===== src/rtl/mdr_input_conditioner.sv =====
// START/LOAD push-button conditioner: sync + debounce, one active-low pulse per press, SYNC_STAGES+DEBOUNCE_CYC edges latency.
// No backpressure (free-running). Optional status outputs under `define MDR_BTN_STATUS_EN.
module mdr_input_conditioner #(
  parameter int SYNC_STAGES  = 2,
  parameter int DEBOUNCE_CYC = 16
) (
  input  logic       clk,
  input  logic       rst,
  input  logic       i_start_n,
  input  logic       i_load_n,
  output logic       o_start_n,
  output logic       o_load_n
`ifdef MDR_BTN_STATUS_EN
  ,
  output logic       o_start_lvl,
  output logic       o_load_lvl,
  output logic [7:0] o_bounce_cnt
`endif
);

  localparam int CNT_W = $clog2(DEBOUNCE_CYC + 1);
  localparam logic [CNT_W-1:0] CNT_LAST = CNT_W'(DEBOUNCE_CYC - 1);
  localparam logic [CNT_W-1:0] CNT_ONE  = CNT_W'(1);

  localparam logic [1:0] ST_RELEASED     = 2'd0;
  localparam logic [1:0] ST_PRESS_WAIT   = 2'd1;
  localparam logic [1:0] ST_PRESSED      = 2'd2;
  localparam logic [1:0] ST_RELEASE_WAIT = 2'd3;

  logic [1:0] raw;
  logic [1:0] pulse_n;
`ifdef MDR_BTN_STATUS_EN
  logic [1:0] reject;
  logic [1:0] lvl;
`endif

  assign raw = {i_load_n, i_start_n};

  // Channel 0 = START, channel 1 = LOAD; both are identical and independent.
  for (genvar g = 0; g < 2; g++) begin : g_ch
    logic [SYNC_STAGES-1:0] sync_q;
    logic                   s;
    logic [1:0]             state_q, state_d;
    logic [CNT_W-1:0]       cnt_q, cnt_d;
    logic                   pulse_q, pulse_d;

    always_ff @(posedge clk or negedge rst) begin
      if (!rst) begin
        sync_q <= '1;
      end else begin
        sync_q <= {sync_q[SYNC_STAGES-2:0], raw[g]};
      end
    end

    assign s = sync_q[SYNC_STAGES-1];

    always_comb begin
      state_d = state_q;
      cnt_d   = cnt_q;
      pulse_d = 1'b1;
      case (state_q)
        ST_RELEASED: begin
          if (!s) begin
            state_d = ST_PRESS_WAIT;
            cnt_d   = '0;
          end
        end
        ST_PRESS_WAIT: begin
          if (s) begin
            state_d = ST_RELEASED;
            cnt_d   = '0;
          end else if (cnt_q == CNT_LAST) begin
            state_d = ST_PRESSED;
            cnt_d   = '0;
            pulse_d = 1'b0;
          end else begin
            cnt_d = cnt_q + CNT_ONE;
          end
        end
        ST_PRESSED: begin
          if (s) begin
            state_d = ST_RELEASE_WAIT;
            cnt_d   = '0;
          end
        end
        ST_RELEASE_WAIT: begin
          if (!s) begin
            state_d = ST_PRESSED;
            cnt_d   = '0;
          end else if (cnt_q == CNT_LAST) begin
            state_d = ST_RELEASED;
            cnt_d   = '0;
          end else begin
            cnt_d = cnt_q + CNT_ONE;
          end
        end
        default: begin
          state_d = ST_RELEASED;
          cnt_d   = '0;
        end
      endcase
    end

    always_ff @(posedge clk or negedge rst) begin
      if (!rst) begin
        state_q <= ST_RELEASED;
        cnt_q   <= '0;
        pulse_q <= 1'b1;
      end else begin
        state_q <= state_d;
        cnt_q   <= cnt_d;
        pulse_q <= pulse_d;
      end
    end

    assign pulse_n[g] = pulse_q;
`ifdef MDR_BTN_STATUS_EN
    assign reject[g] = (state_q == ST_PRESS_WAIT) && s;
    assign lvl[g]    = (state_q == ST_PRESSED) || (state_q == ST_RELEASE_WAIT);
`endif
  end

  assign o_start_n = pulse_n[0];
  assign o_load_n  = pulse_n[1];

`ifdef MDR_BTN_STATUS_EN
  logic [7:0] bounce_q;
  logic [8:0] bounce_sum;

  assign bounce_sum = {1'b0, bounce_q} + 9'(reject[0]) + 9'(reject[1]);

  always_ff @(posedge clk or negedge rst) begin
    if (!rst) begin
      bounce_q <= '0;
    end else begin
      bounce_q <= bounce_sum[8] ? 8'hff : bounce_sum[7:0];
    end
  end

  assign o_start_lvl  = lvl[0];
  assign o_load_lvl   = lvl[1];
  assign o_bounce_cnt = bounce_q;
`endif

endmodule


===== config.mk =====
export PLATFORM = sky130hd
export DESIGN_NAME = mdr_input_conditioner
export DESIGN_NICKNAME = d
export VERILOG_FILES = /design/src/rtl/mdr_input_conditioner.sv
export SDC_FILE = /design/constraint.sdc
export NUM_CORES = 1
export LEC_CHECK = 0
export CORE_UTILIZATION = 59
export CTS_CLUSTER_SIZE = 30
export DETAILED_ROUTE_END_ITERATION = 6
export PLACE_DENSITY = 0.9
export SYNTH_ARGS = -nofsm -noshare
export SYNTH_HDL_FRONTEND = slang
export SYNTH_SLANG_ARGS = --single-unit

===== constraint.sdc =====
create_clock -name clk -period 3.9 [get_ports clk]
set_input_delay 0.39 -clock clk [delete_from_list [all_inputs] [get_ports clk]]
set_output_delay 0.39 -clock clk [all_outputs]
set_load 0.01 [all_outputs]

==> results of run 1 <==
cells in the final DEF, fill, tap and decap left out, types with 3 or more instances in the layout:
cell type        instances
clkbuf_4                 3
clkdlybuf4s50_1          5
dfrtp_1                 14
dfstp_2                  6
nand2_1                  6
nand2b_1                 4
nand3_1                  5
o21ai_0                  7
xor2_1                   4
flip-flops by register name, indices dropped and copies added, names as in the netlist, named ones only:
name	flops
g_ch.state_q	2
g_ch.cnt_q	10
o_start_n	1
o_load_n	1
g_ch.sync_q	4
metal layers:
layer | global-route usage, % | vias to the layer above
met5 | 0 | -
met4 | 18.3 | 0
met3 | 5.43 | 6
met2 | 28.9 | 12
met1 | 28.7 | 260
li1 | - | 296
metrics by stage:
| step | hold slack, ns | power, mW | cell area [µm²] | std cells | utilization, % |
|---|---|---|---|---|---|
| after floorplan | 0.0944 | 0.238 | 890 | 78 | - |
| after global placement | 0.346 | 0.248 | 955 | 97 | 70.7 |
| after detailed placement | 0.350 | 0.250 | 955 | 97 | 70.7 |
| after CTS | 0.365 | 0.419 | 1010 | 101 | 74.6 |
| after global routing | 0.367 | 0.430 | 1010 | 101 | 74.6 |
| final | 0.355 | 0.417 | 1010 | 101 | 74.6 |
worst register-to-register path: cells and delay by family (launching register included):
kind                     cells  cell delay, ns
AND/OR/NAND/NOR              3            0.83
flip-flops                   1            0.40
adder cells (fa/ha/maj)      1            0.21
final cells by class:
cell class	instances	area [µm²]	area share [%]
sequential	20	508	50.4
timing repair buffer	5	50.0	4.97
multi-input combinational	55	370	36.8
tap	15	18.8	1.86
clock inverter	1	30.0	2.98
clock buffer	3	22.5	2.24
inverter	2	7.51	0.745
power groups by stage:
stage	Sequential (mW)	Combinational (mW)	Clock [mW]
finish	0.223	0.0228	0.171
detailed placement	0.227	0.0228	0
CTS	0.223	0.0232	0.172
floorplan	0.224	0.0141	0
global placement	0.226	0.0218	0
global route	0.224	0.0260	0.179
cells by family (layout without fill, tap and decap cells):
logic type / count (synthesis) / count (layout)
AO/OA/AOI/OAI: 17 / 17
XOR/XNOR: 6 / 6
adder cells (fa/ha/maj): 2 / 2
buffers and inverters: 3 / 11
flip-flops: 20 / 20
multiplexers: 1 / 1
AND/OR/NAND/NOR: 29 / 29
how the worst max path moves through the flow:
stage	from	endpoint	slack [ns]
final	o_load_n	o_load_n	2.14
after global routing	o_load_n	o_load_n	2.10
after CTS	o_load_n	o_load_n	2.14
after detailed placement	g_ch[0].cnt_q[0]	o_start_n	2.42
after global placement	g_ch[0].cnt_q[0]	o_start_n	2.45
after floorplan	g_ch[0].cnt_q[0]	o_start_n	2.49
==> flow_summary.ini, run 1 <==
[sta]
setup_slack_ns = 2.14
rsz0062_at_grt = no
hold_violations = 0
setup_violations = 0
clock_skew_ns = 0.0113
max_freq_ghz = 0.569
slew_headroom_pct = 43.6
fin_crit_sh_pct = 45.1
finalMaxSlewViolations = 0
fin_setup_tns_ns = 0
fin_crit_ns = 1.76
worst-slew-pin-transition_ns = 0.844

[yosys]
synth-seq-area-share_pct = 57.1
synth-async-reset-ratio_pct = 100
yosys_warnings = 0
syn-cell-area_um2 = 890
synth_top_family_by_area = simple AND/OR/NAND/NOR gates
ys_ff_latch = 20
synth_edf_count = 0
synth.area.mux_share_pct = 1.13
avgSynthCellArea_um2 = 11.4
yosys.area.top_type = dfrtp_1
synth_compound_area_share_pct = 12.0
synthDistinctLibCells = 30
synth_fa_ha_area_share_pct = 2.81
synth_nets = 84
yosysMostFrequentCell = dfrtp_1
synth-xor-area-share_pct = 5.91
synth-main-ff-cell = dfrtp_1
yosys-top-cells-area = dfrtp_1, dfstp_2, o21ai_0
ys_top_cells_by_count = dfrtp_1, o21ai_0, dfstp_2, nand2_1, nand3_1
synth-simple-area-share_pct = 19.8
yosysTopAreaCellShare_pct = 39.4
postSynthCellCount = 78

[final_layout]
n_fill_cell = 92
area.growth.synth_to_final_pct = 13.2
final_nets = 93
drive_gt1_share_pct = 16.3
antenna_cells = 0

[critical_path]
r2r_start = g_ch[0].cnt_q[0]
worstSetupPathType = register to output pin
worstSetupPathDepth = 1
required_ns = 3.51
crit_arrival_ns = 1.37
rrSetupSlack_ns = 2.40
slowest_stage = dfstp_2
cp-start-kind = register
crit_fanout = 1
cp_cell_sequence = clkdlybuf4s50_1
crit_family = flip-flops
regToRegEndpoint = o_start_n
cp_slowest_stage_delay_ns = 0.54
critPathCaptureType = output pin
reg2reg_depth = 4
critPathBufInv = 1

[floorplan]
start_util_pct = 65.9
die_y_um = 40.8
fp.coreArea_um2 = 1350
die-area_um2 = 1670
io_pins = 6
die_w_um = 40.8
num_rows = 13

[global_routing]
grt_pass1_wl_um = 2190
grt_max_degree = 21
grt_usage_pct = 21.6
grt_overflow = 0
grt_pass1_vias = 528
grt_antenna_before_repair = 0

[placed_design]
dp_hpwl_um = 1000
port_buffers = 5
routabilityCongestion = 0.716
post-place-ws_ns = 2.42

[power]
internal_power_mw = 0.330
switching_share_pct = 20.9
p_sw_mw = 0.0870
power_per_cell_area_nw_per_um2 = 414
peakVddDrop_uv = 293
clkPwrFrac_pct = 41.0
power_frac_seq_pct = 53.6
p_leak_nw = 0.440
power_frac_comb_pct = 5.5

[routing]
route.met2.wl_um = 649
drt_pass1_iterations = 4
top_layer_used = met4
drt-total-wl_um = 1460
wl_met1_um = 729
final_antenna_net_count = 0
vias_per_cell = 5.68
drc_errors = 0
wl_met3_um = 43
routedWlPerCell_um = 14.4
vias = 574
first_iter_violations = 5

[worst_hold_path]
hold_depth = 0
hp-class = register to register
min_from = g_ch[0].sync_q[0]
hold_end = g_ch[0].sync_q[1]

[clocking]
cts_resized = 0
hold_buffers = 0
clk_latency_ns = 0.31
cts-root-buf = clkbuf_4
cts_tree = yes
post_cts_buffers = 0
cts_max_path_buffers = 2
cts_buffers = 3
htreeDepth = 1
clkSlewWorstSetupHoldPaths_ns = 0.12
cts.sinks = 20

[outcome]
status = complete, no violations

[run]
drv_cap = 0
No activity file was read; power rests on OpenSTA's default activity.
==> inputs of run 2 (changes only) <==
CORE_UTILIZATION = 55   (was 59)
PLACE_DENSITY = 0.85   (was 0.9)
clock period = 1.8 ns   (was 3.9 ns; I/O delays follow)
==> run 2 against run 1 <==
Net effect:
- worst hold slack got worse by 0.15 ns
- sequential share of layout area increased by 0.38 points
- worst setup slack got worse by 1.9 ns
- count of clock-buffer cells in the layout increased by 1
- first-iteration DRC count increased by 140%
- global-route usage decreased by 4.0 points
- critical path type unchanged
- largest cell class unchanged
==> flow_summary.ini, run 2 (synthesis results as in run 1) <==
[critical_path]
crit_family = buffers and inverters
rrSetupSlack_ns = 0.31
cp-start-kind = register
required_ns = 1.62
cp_slowest_stage_delay_ns = 0.54
worstSetupPathDepth = 1
critPathBufInv = 1
crit_arrival_ns = 1.36
critPathCaptureType = output pin
r2r_start = g_ch[0].cnt_q[0]
regToRegEndpoint = o_start_n
crit_end = o_start_n
crit_path_start = o_start_n
crit_fanout = 1
reg2reg_depth = 4
worstSetupPathType = register to output pin
cp_cell_sequence = clkdlybuf4s50_1
slowest_stage = clkdlybuf4s50_1

[clocking]
cts.sinks = 20
hold_buffers = 0
cts_tree = yes
cts_resized = 0
post_cts_buffers = 0
cts_max_path_buffers = 2
clk_latency_ns = 0.29
cts_buffers = 3
clkSlewWorstSetupHoldPaths_ns = 0.10
htreeDepth = 1
cts-root-buf = clkbuf_4

[power]
power_per_cell_area_nw_per_um2 = 784
peakVddDrop_uv = 580
p_leak_nw = 0.437

[global_routing]
grt_pass1_wl_um = 2300
grt_overflow = 0
grt_antenna_before_repair = 0
grt_pass1_vias = 559
grt_max_degree = 21
grt_usage_pct = 17.6

[final_layout]
reg_top3 = g_ch.cnt_q (10), g_ch.sync_q (4), g_ch.state_q (2)
regMostFlops = g_ch.cnt_q
antenna_cells = 0
drive_gt1_share_pct = 17.2
area.growth.synth_to_final_pct = 12.4
largest_reg_flops = 10
final_common_cell = dfrtp_1
n_fill_cell = 119
final_cell_mix = dfrtp_1, o21ai_0, nand2_1, dfstp_2
fin_util_pct = 66.4
final_nets = 94
final_cell_area_um2 = 1000

[floorplan]
die-area_um2 = 1780
die_w_um = 42.2
num_rows = 14
fp.coreArea_um2 = 1510
start_util_pct = 59.1
die_y_um = 42.2
io_pins = 6

[routing]
drc_errors = 0
routedWlPerCell_um = 14.0
final_antenna_net_count = 0
vias_per_cell = 5.77
vias = 594
drt_pass1_iterations = 4
first_iter_violations = 12
drt-total-wl_um = 1440

[sta]
clock_skew_ns = 0.00262
slew_headroom_pct = 71.4
fin_crit_sh_pct = 85.6
fin_setup_tns_ns = 0
worst-slew-pin-transition_ns = 0.428
setup_violations = 0
max_freq_ghz = 0.649
hold_violations = 0
finalMaxSlewViolations = 0
rsz0062_at_grt = no
fin_crit_ns = 1.54

[outcome]
status = complete, no violations

[worst_hold_path]
hp-class = input pin to asynchronous set/reset pin

[placed_design]
routabilityCongestion = 0.835
place_area_um2 = 963
dp_hpwl_um = 1080
port_buffers = 5

[run]
drv_cap = 0
==> run 2: area by class of cell <==
class / count / area, µm² / area share, %
sequential: 20 / 508 / 50.8
multi-input combinational: 55 / 370 / 37.0
timing repair buffer: 6 / 57.6 / 5.76
clock buffer: 4 / 36.3 / 3.63
tap: 16 / 20.0 / 2.00
inverter: 2 / 7.51 / 0.751
==> run 2: layer usage <==
metal | part of all wire, % | track usage, % | vias up | wire length (µm)
li1 | - | - | 298 | -
met1 | 44 | 20.1 | 283 | 632
met2 | 52 | 30.5 | 11 | 741
met3 | 3.6 | 6.47 | 2 | 52
met4 | 0.70 | 5.63 | 0 | 10
met5 | 0 | 0 | - | 0
==> run 2: per-stage QoR <==
step                setup slack [ns]  std cells  power [mW]  hold WS (ns)
floorplan                      0.388         78       0.517        -0.116
global placement               0.354         99       0.539         0.347
detailed placement             0.325         99       0.544         0.349
CTS                            0.243        103       0.794         0.212
global route                   0.227        103       0.818         0.222
finish                         0.260        103       0.784         0.207
==> run 2: worst min path at each step <==
stage,startpoint,to,slack (ns),cells past startpoint
after floorplan,rst,asynchronous set/reset pin,-0.12,0
after global placement,g_ch[0].sync_q[0],g_ch[0].sync_q[1],0.35,0
after detailed placement,g_ch[1].sync_q[0],g_ch[1].sync_q[1],0.35,0
after CTS,rst,g_ch[0].cnt_q[2],0.21,2
after global routing,rst,g_ch[0].cnt_q[2],0.22,2
final,rst,g_ch[0].cnt_q[1],0.21,2
==> run 2: where the power goes <==
group,leakage (nW),internal [mW],switching (mW)
Clock,0.0210,0.123,0.126
Sequential,0.251,0.468,0.0165
Combinational,0.165,0.0228,0.0279
Total,0.437,0.614,0.171
